--- src/rtl/sim_harness_pkg.sv ---
// Shared types and constants for sim_harness_ctrl.
// Optional watchdog is built when SIM_HARNESS_WATCHDOG_EN is defined.
package sim_harness_pkg;

  typedef enum logic [2:0] {
    HOLD,
    RUN,
    DUMP_LOAD,
    DUMP_SEND,
    DONE
  } state_t;

  localparam int TOHOST_PASS_BIT   = 0;
  localparam int TOHOST_CODE_SHIFT = 1;

  localparam int DEF_XLEN       = 32;
  localparam int DEF_NUM_REGS   = 32;
  localparam int DEF_RST_CYCLES = 2;
  localparam int DEF_MAX_CYCLES = 500000;

endpackage

--- src/rtl/sim_harness_ctrl_watchdog.sv ---
// harness_watchdog: RUN-state cycle counter with terminal count.
// Counter exists only when SIM_HARNESS_WATCHDOG_EN is defined.
module harness_watchdog
  import sim_harness_pkg::*;
#(
  parameter int MAX_CYCLES = DEF_MAX_CYCLES
) (
  input  logic clk,
  input  logic rst,
  input  logic en,
  input  logic clr,
  output logic tc
);

`ifdef SIM_HARNESS_WATCHDOG_EN
  localparam int CW =
    (MAX_CYCLES > 1) ? $clog2(MAX_CYCLES) : 1;
  localparam logic [CW-1:0] TERM =
    CW'(MAX_CYCLES - 1);

  logic [CW-1:0] cnt;

  // Holds at the terminal count, so it never wraps.
  always_ff @(posedge clk) begin
    if (rst || clr) begin
      cnt <= '0;
    end else if (en && (cnt != TERM)) begin
      cnt <= cnt + 1'b1;
    end
  end

  assign tc = en && (cnt == TERM);
`else
  logic unused_wd;
  assign unused_wd =
    &{1'b0, clk, rst, en, clr, (MAX_CYCLES > 0)};
  assign tc = 1'b0;
`endif

endmodule

--- src/rtl/sim_harness_ctrl.sv ---
// sim_harness_ctrl: core reset hold, tohost decode, signature dump.
// Watchdog timeout is enabled by SIM_HARNESS_WATCHDOG_EN.
module sim_harness_ctrl
  import sim_harness_pkg::*;
#(
  parameter int XLEN       = DEF_XLEN,
  parameter int NUM_REGS   = DEF_NUM_REGS,
  parameter int RST_CYCLES = DEF_RST_CYCLES,
  parameter int MAX_CYCLES = DEF_MAX_CYCLES
) (
  input  logic                        clk,
  input  logic                        rst,
  input  logic                        host_write_enable,
  input  logic [XLEN-1:0]             host_data_out,
  output logic                        core_rst,
  output logic                        core_halt,
  output logic [$clog2(NUM_REGS)-1:0] rf_rd_addr,
  input  logic [XLEN-1:0]             rf_rd_data,
  output logic                        sig_valid,
  input  logic                        sig_ready,
  output logic [XLEN-1:0]             sig_data,
  output logic [$clog2(NUM_REGS)-1:0] sig_index,
  output logic                        done,
  output logic                        pass,
  output logic [XLEN-2:0]             fail_code,
  output logic                        timed_out
);

  localparam int AW = $clog2(NUM_REGS);
  localparam int HW = $clog2(RST_CYCLES + 1);
  localparam logic [AW-1:0] LAST =
    AW'(NUM_REGS - 1);
  localparam logic [HW-1:0] HOLD_END =
    HW'(RST_CYCLES - 1);

  state_t state, state_n;

  logic [HW-1:0] hold_cnt;
  logic [AW-1:0] idx;
  logic          pass_q;
  logic          tmo_q;
  logic          wd_tc;
  logic          wr;
  logic          is_pass;
  logic          hs;

  assign wr      = host_write_enable && (state == RUN);
  assign is_pass = host_data_out[TOHOST_PASS_BIT];
  assign hs      = (state == DUMP_SEND) && sig_ready;

  harness_watchdog #(
    .MAX_CYCLES(MAX_CYCLES)
  ) u_wd (
    .clk(clk),
    .rst(rst),
    .en (state == RUN),
    .clr(state != RUN),
    .tc (wd_tc)
  );

  always_comb begin
    state_n = state;
    unique case (state)
      HOLD: begin
        if (hold_cnt == HOLD_END) state_n = RUN;
      end
      RUN: begin
        // A tohost write beats a same-cycle timeout.
        unique case (1'b1)
          wr && is_pass:  state_n = DUMP_LOAD;
          wr && !is_pass: state_n = DONE;
          !wr && wd_tc:   state_n = DONE;
          default:        state_n = RUN;
        endcase
      end
      DUMP_LOAD: state_n = DUMP_SEND;
      DUMP_SEND: begin
        if (sig_ready) begin
          state_n = (idx == LAST) ? DONE : DUMP_LOAD;
        end
      end
      DONE:    state_n = DONE;
      default: state_n = HOLD;
    endcase
  end

  always_ff @(posedge clk) begin
    if (rst) begin
      state     <= HOLD;
      hold_cnt  <= '0;
      idx       <= '0;
      pass_q    <= 1'b0;
      tmo_q     <= 1'b0;
      fail_code <= '0;
      sig_data  <= '0;
      sig_index <= '0;
    end else begin
      state <= state_n;
      if (state == HOLD) begin
        hold_cnt <= hold_cnt + 1'b1;
      end
      if (wr && is_pass) begin
        pass_q <= 1'b1;
        idx    <= '0;
      end
      if (wr && !is_pass) begin
        fail_code <=
          host_data_out[XLEN-1:TOHOST_CODE_SHIFT];
      end
      if ((state == RUN) && !wr && wd_tc) begin
        tmo_q <= 1'b1;
      end
      if (state == DUMP_LOAD) begin
        sig_data  <= rf_rd_data;
        sig_index <= idx;
      end
      if (hs && (idx != LAST)) begin
        idx <= idx + 1'b1;
      end
    end
  end

  assign core_rst   = (state == HOLD);
  assign core_halt  = (state == DUMP_LOAD) ||
                      (state == DUMP_SEND) ||
                      (state == DONE);
  assign rf_rd_addr = idx;
  assign sig_valid  = (state == DUMP_SEND);
  assign done       = (state == DONE);
  assign pass       = pass_q;
  assign timed_out  = tmo_q;

endmodule

--- config.mk ---
export PLATFORM = sky130hd
export DESIGN_NAME = sim_harness_ctrl
export DESIGN_NICKNAME = d
export VERILOG_FILES = /design/src/rtl/sim_harness_pkg.sv /design/src/rtl/sim_harness_ctrl_watchdog.sv /design/src/rtl/sim_harness_ctrl.sv
export SDC_FILE = /design/constraint.sdc
export NUM_CORES = 1
export LEC_CHECK = 0
export CORE_MARGIN = 8
export CORE_UTILIZATION = 41
export DETAILED_ROUTE_END_ITERATION = 10
export GPL_TIMING_DRIVEN = 1
export PLACE_DENSITY_LB_ADDON = 0.3
export SLEW_MARGIN = 0
export SYNTH_ARGS = -nofsm -noshare
export SYNTH_HDL_FRONTEND = slang
export SYNTH_SLANG_ARGS = --single-unit
--- constraint.sdc ---
create_clock -name clk -period 2.4 [get_ports clk]
set_clock_uncertainty 0.1 [all_clocks]
set_input_delay 0.24 -clock clk [delete_from_list [all_inputs] [get_ports clk]]
set_output_delay 0.24 -clock clk [all_outputs]
set_load 0.03 [all_outputs]
==> out/metrics.yaml <==
synthCells: 375
die_x_um: 103
holdBufCountCts: 0
hold_path.class: "input port to flip-flop"
fin_crit_sh_pct: 95.0
vias_per_cell: 5.18
min_path_cells: 2
cts-buffers-inserted: 9
grt_usage_pct: 17.8
synth_edf_count: 0
critPathMaxFanout: 14
io_pins: 147
grt_pass1_vias: 3011
path_buf_inv: 2
crit_chain: "nand3b_4 > inv_1 > clkdlybuf4s50_1"
yosys_warnings: 0
drive_gt1_share_pct: 7.00
setup_viol: 0
ant_nets: 0
startpoint_type: "flip-flop"
status: "finished clean"
required_ns: 2.06
final.setup.tns_ns: 0
synth_top_area_share_pct: 51.2
p_per_area_nw_per_um2: 625
holdWs_ns: 0.342
critical_path.top_delay_family: "buffers and inverters"
placementRows: 31
gp_congestion: 0.825
post_cts_buffers: 0
critPathCaptureType: "output pin"
slowest_delay_ns: 0.71
drc: 0
syn_area_per_cell_um2: 8.24
reg2regPathDepth: 6
start_util_pct: 42.4
synth_area_leaders: "dfxtp_1, a21oi_1, nand2_1, nand3_1, o21ai_0"
min_period_ns: 2.28
synth_async_sr_flop_share_pct: 0
grt_max_degree: 38
die_y_um: 103
die_area_um2: 10600
diodes: 0
cts_sinks: 79
htree_num_levels: 3
slew_headroom_pct: 55.6
dp_hpwl_mm: 6.86
rsz0062_at_grt: "no"
p_leak_nw: 1.63
drv_cap: 0
critPathSlowestCell: "clkdlybuf4s50_1"
area_delta_synth_final_pct: 54.7
drt-total-wl_mm: 9.62
hold_violations: 0
via_count: 3176
cts_root_buffer: "clkbuf_8"
grt-ovfl-total: 0
final_max_slew_viol_count: 0
dr.pass1.iters: 4
ys_seq_elements: 79
drtIter0Drc: 119
syn_area_um2: 3090
cp.depth: 3
insertion_delay_ns: 0.33
synth_flop_cell: "dfxtp_1"
yosys.area.top_type: "dfxtp_1"
cts_max_path_buffers: 2
path_clk_slew_ns: 0.07
syn_nets: 446
wl_per_cell_um: 15.7
cp.arrival_ns: 1.94
antenna_found_initial: 0
fin_nets: 581
tightest_slew_ns: 0.666
cts_tree: "done"
grt_pass1_wl_mm: 15.1
max_freq_ghz: 0.439
synth-seq-area-share_pct: 51.2
io_buffers: 145
crit_type: "flip-flop to output pin"
synth.distinct_cells: 40
peakVddDrop_v: 0.000355
core-area_um2: 7290
-- cell families (layout without fill, tap and decap cells) --
group | after synthesis | in the layout | share of synthesized area, %
simple gates | 134 | 134 | 20.8
compound gates | 119 | 119 | 20.7
fa+ha+maj | 3 | 3 | 1.21
other cells | 1 | 1 | 0.121
buf+inv | 38 | 177 | 5.71
xor+xnor | 1 | 1 | 0.283
flops | 79 | 79 | 51.2
-- path summary, 6_finish.rpt --
check | start | to | slack [ns]
setup reg to reg | rf_rd_addr[0] | rf_rd_addr[3] | 0.40
setup / recovery | state[0] | sig_valid | 0.12
hold / removal | rst | pass | 0.34
hold reg to reg | sig_index[0] | sig_index[0] | 0.35
-- Yosys cell counts (2+ instances only) --
| cell type | instances |
|---|---|
| o21ai_0 | 33 |
| a21o_1 | 2 |
| inv_1 | 3 |
| buf_6 | 2 |
| nand2_1 | 76 |
| nor3_1 | 3 |
| nand4b_1 | 2 |
| nand3_1 | 34 |
| clkbuf_1 | 18 |
| nand2b_1 | 2 |
| o221ai_1 | 4 |
| nor2b_1 | 2 |
| nor2_1 | 3 |
| a31oi_1 | 2 |
| dfxtp_1 | 79 |
| a21oi_1 | 71 |
| buf_2 | 12 |
| ha_1 | 3 |
| or4_1 | 3 |
-- timing repair --
| action | 4_1_cts | 5_1_grt |
|---|---|---|
| resized for setup | 3 | 1 |
| cloned | 0 | 0 |
| setup endpoints to repair | 3 | 1 |
-- cell usage in the layout (no fill, tap or decap), types with 2 or more instances in the layout --
cell type	n
a21o_1	2
a21oi_1	71
a31oi_1	2
buf_4	12
clkbuf_8	10
clkdlybuf4s50_1	144
clkinv_2	3
dfxtp_1	76
dfxtp_2	3
ha_1	3
inv_1	3
nand2_1	76
nand2b_1	2
nand3_1	34
nand4b_1	2
nor2_1	3
nor2b_1	2
nor3_1	3
o21ai_0	33
o221ai_1	4
or4_1	3
-- through the flow --
step	util, %	std cells	area [um2]	setup slack, ns	power, mW
final	65.6	613	4780	0.121	2.99
after global routing	65.6	613	4780	0.0193	3.15
after CTS	65.6	613	4780	0.0660	3.03
after detailed placement	63.2	598	4610	0.300	2.18
after global placement	63.2	598	4610	0.370	2.17
after floorplan	-	375	3090	0.367	1.87
-- power breakdown --
part / switching, mW / internal, mW / leakage, nW / total [mW]
clock network: 0.443 / 0.393 / 0.0850 / 0.836
registers: 0.0678 / 1.38 / 0.639 / 1.45
logic: 0.378 / 0.320 / 0.907 / 0.699
total: 0.889 / 2.10 / 1.63 / 2.99
-- flip-flops by register name, summed over array words and instances, names as in the netlist --
register	cells
hold_cnt	2
rf_rd_addr	5
state	3
pass	1
sig_index	5
fail_code	31
sig_data	32
-- layout make-up --
cell class | count | area (um2)
Clock buffer | 11 | 141
Clock inverter | 4 | 22.5
Fill cell | 643 | 2510
Inverter | 4 | 15.0
Multi-Input combinational cell | 258 | 1340
Sequential cell | 79 | 1590
Tap cell | 99 | 124
Timing Repair Buffer | 158 | 1560
-- layer usage --
metal	vias to the layer above	track usage [%]	part of all wire, %
li1	1567	-	-
met2	131	27.2	44
met1	1466	21.9	43
met4	0	6.67	1.8
met5	-	0	0
met3	12	7.43	11
-- worst reg2reg max path, delay by kind of cell, from the launching register on --
family	cells	cell delay [ns]
simple gates	3	0.94
fa+ha+maj	2	0.43
flops	1	0.32
compound gates	1	0.14
(Power assumes the default switching activity.)
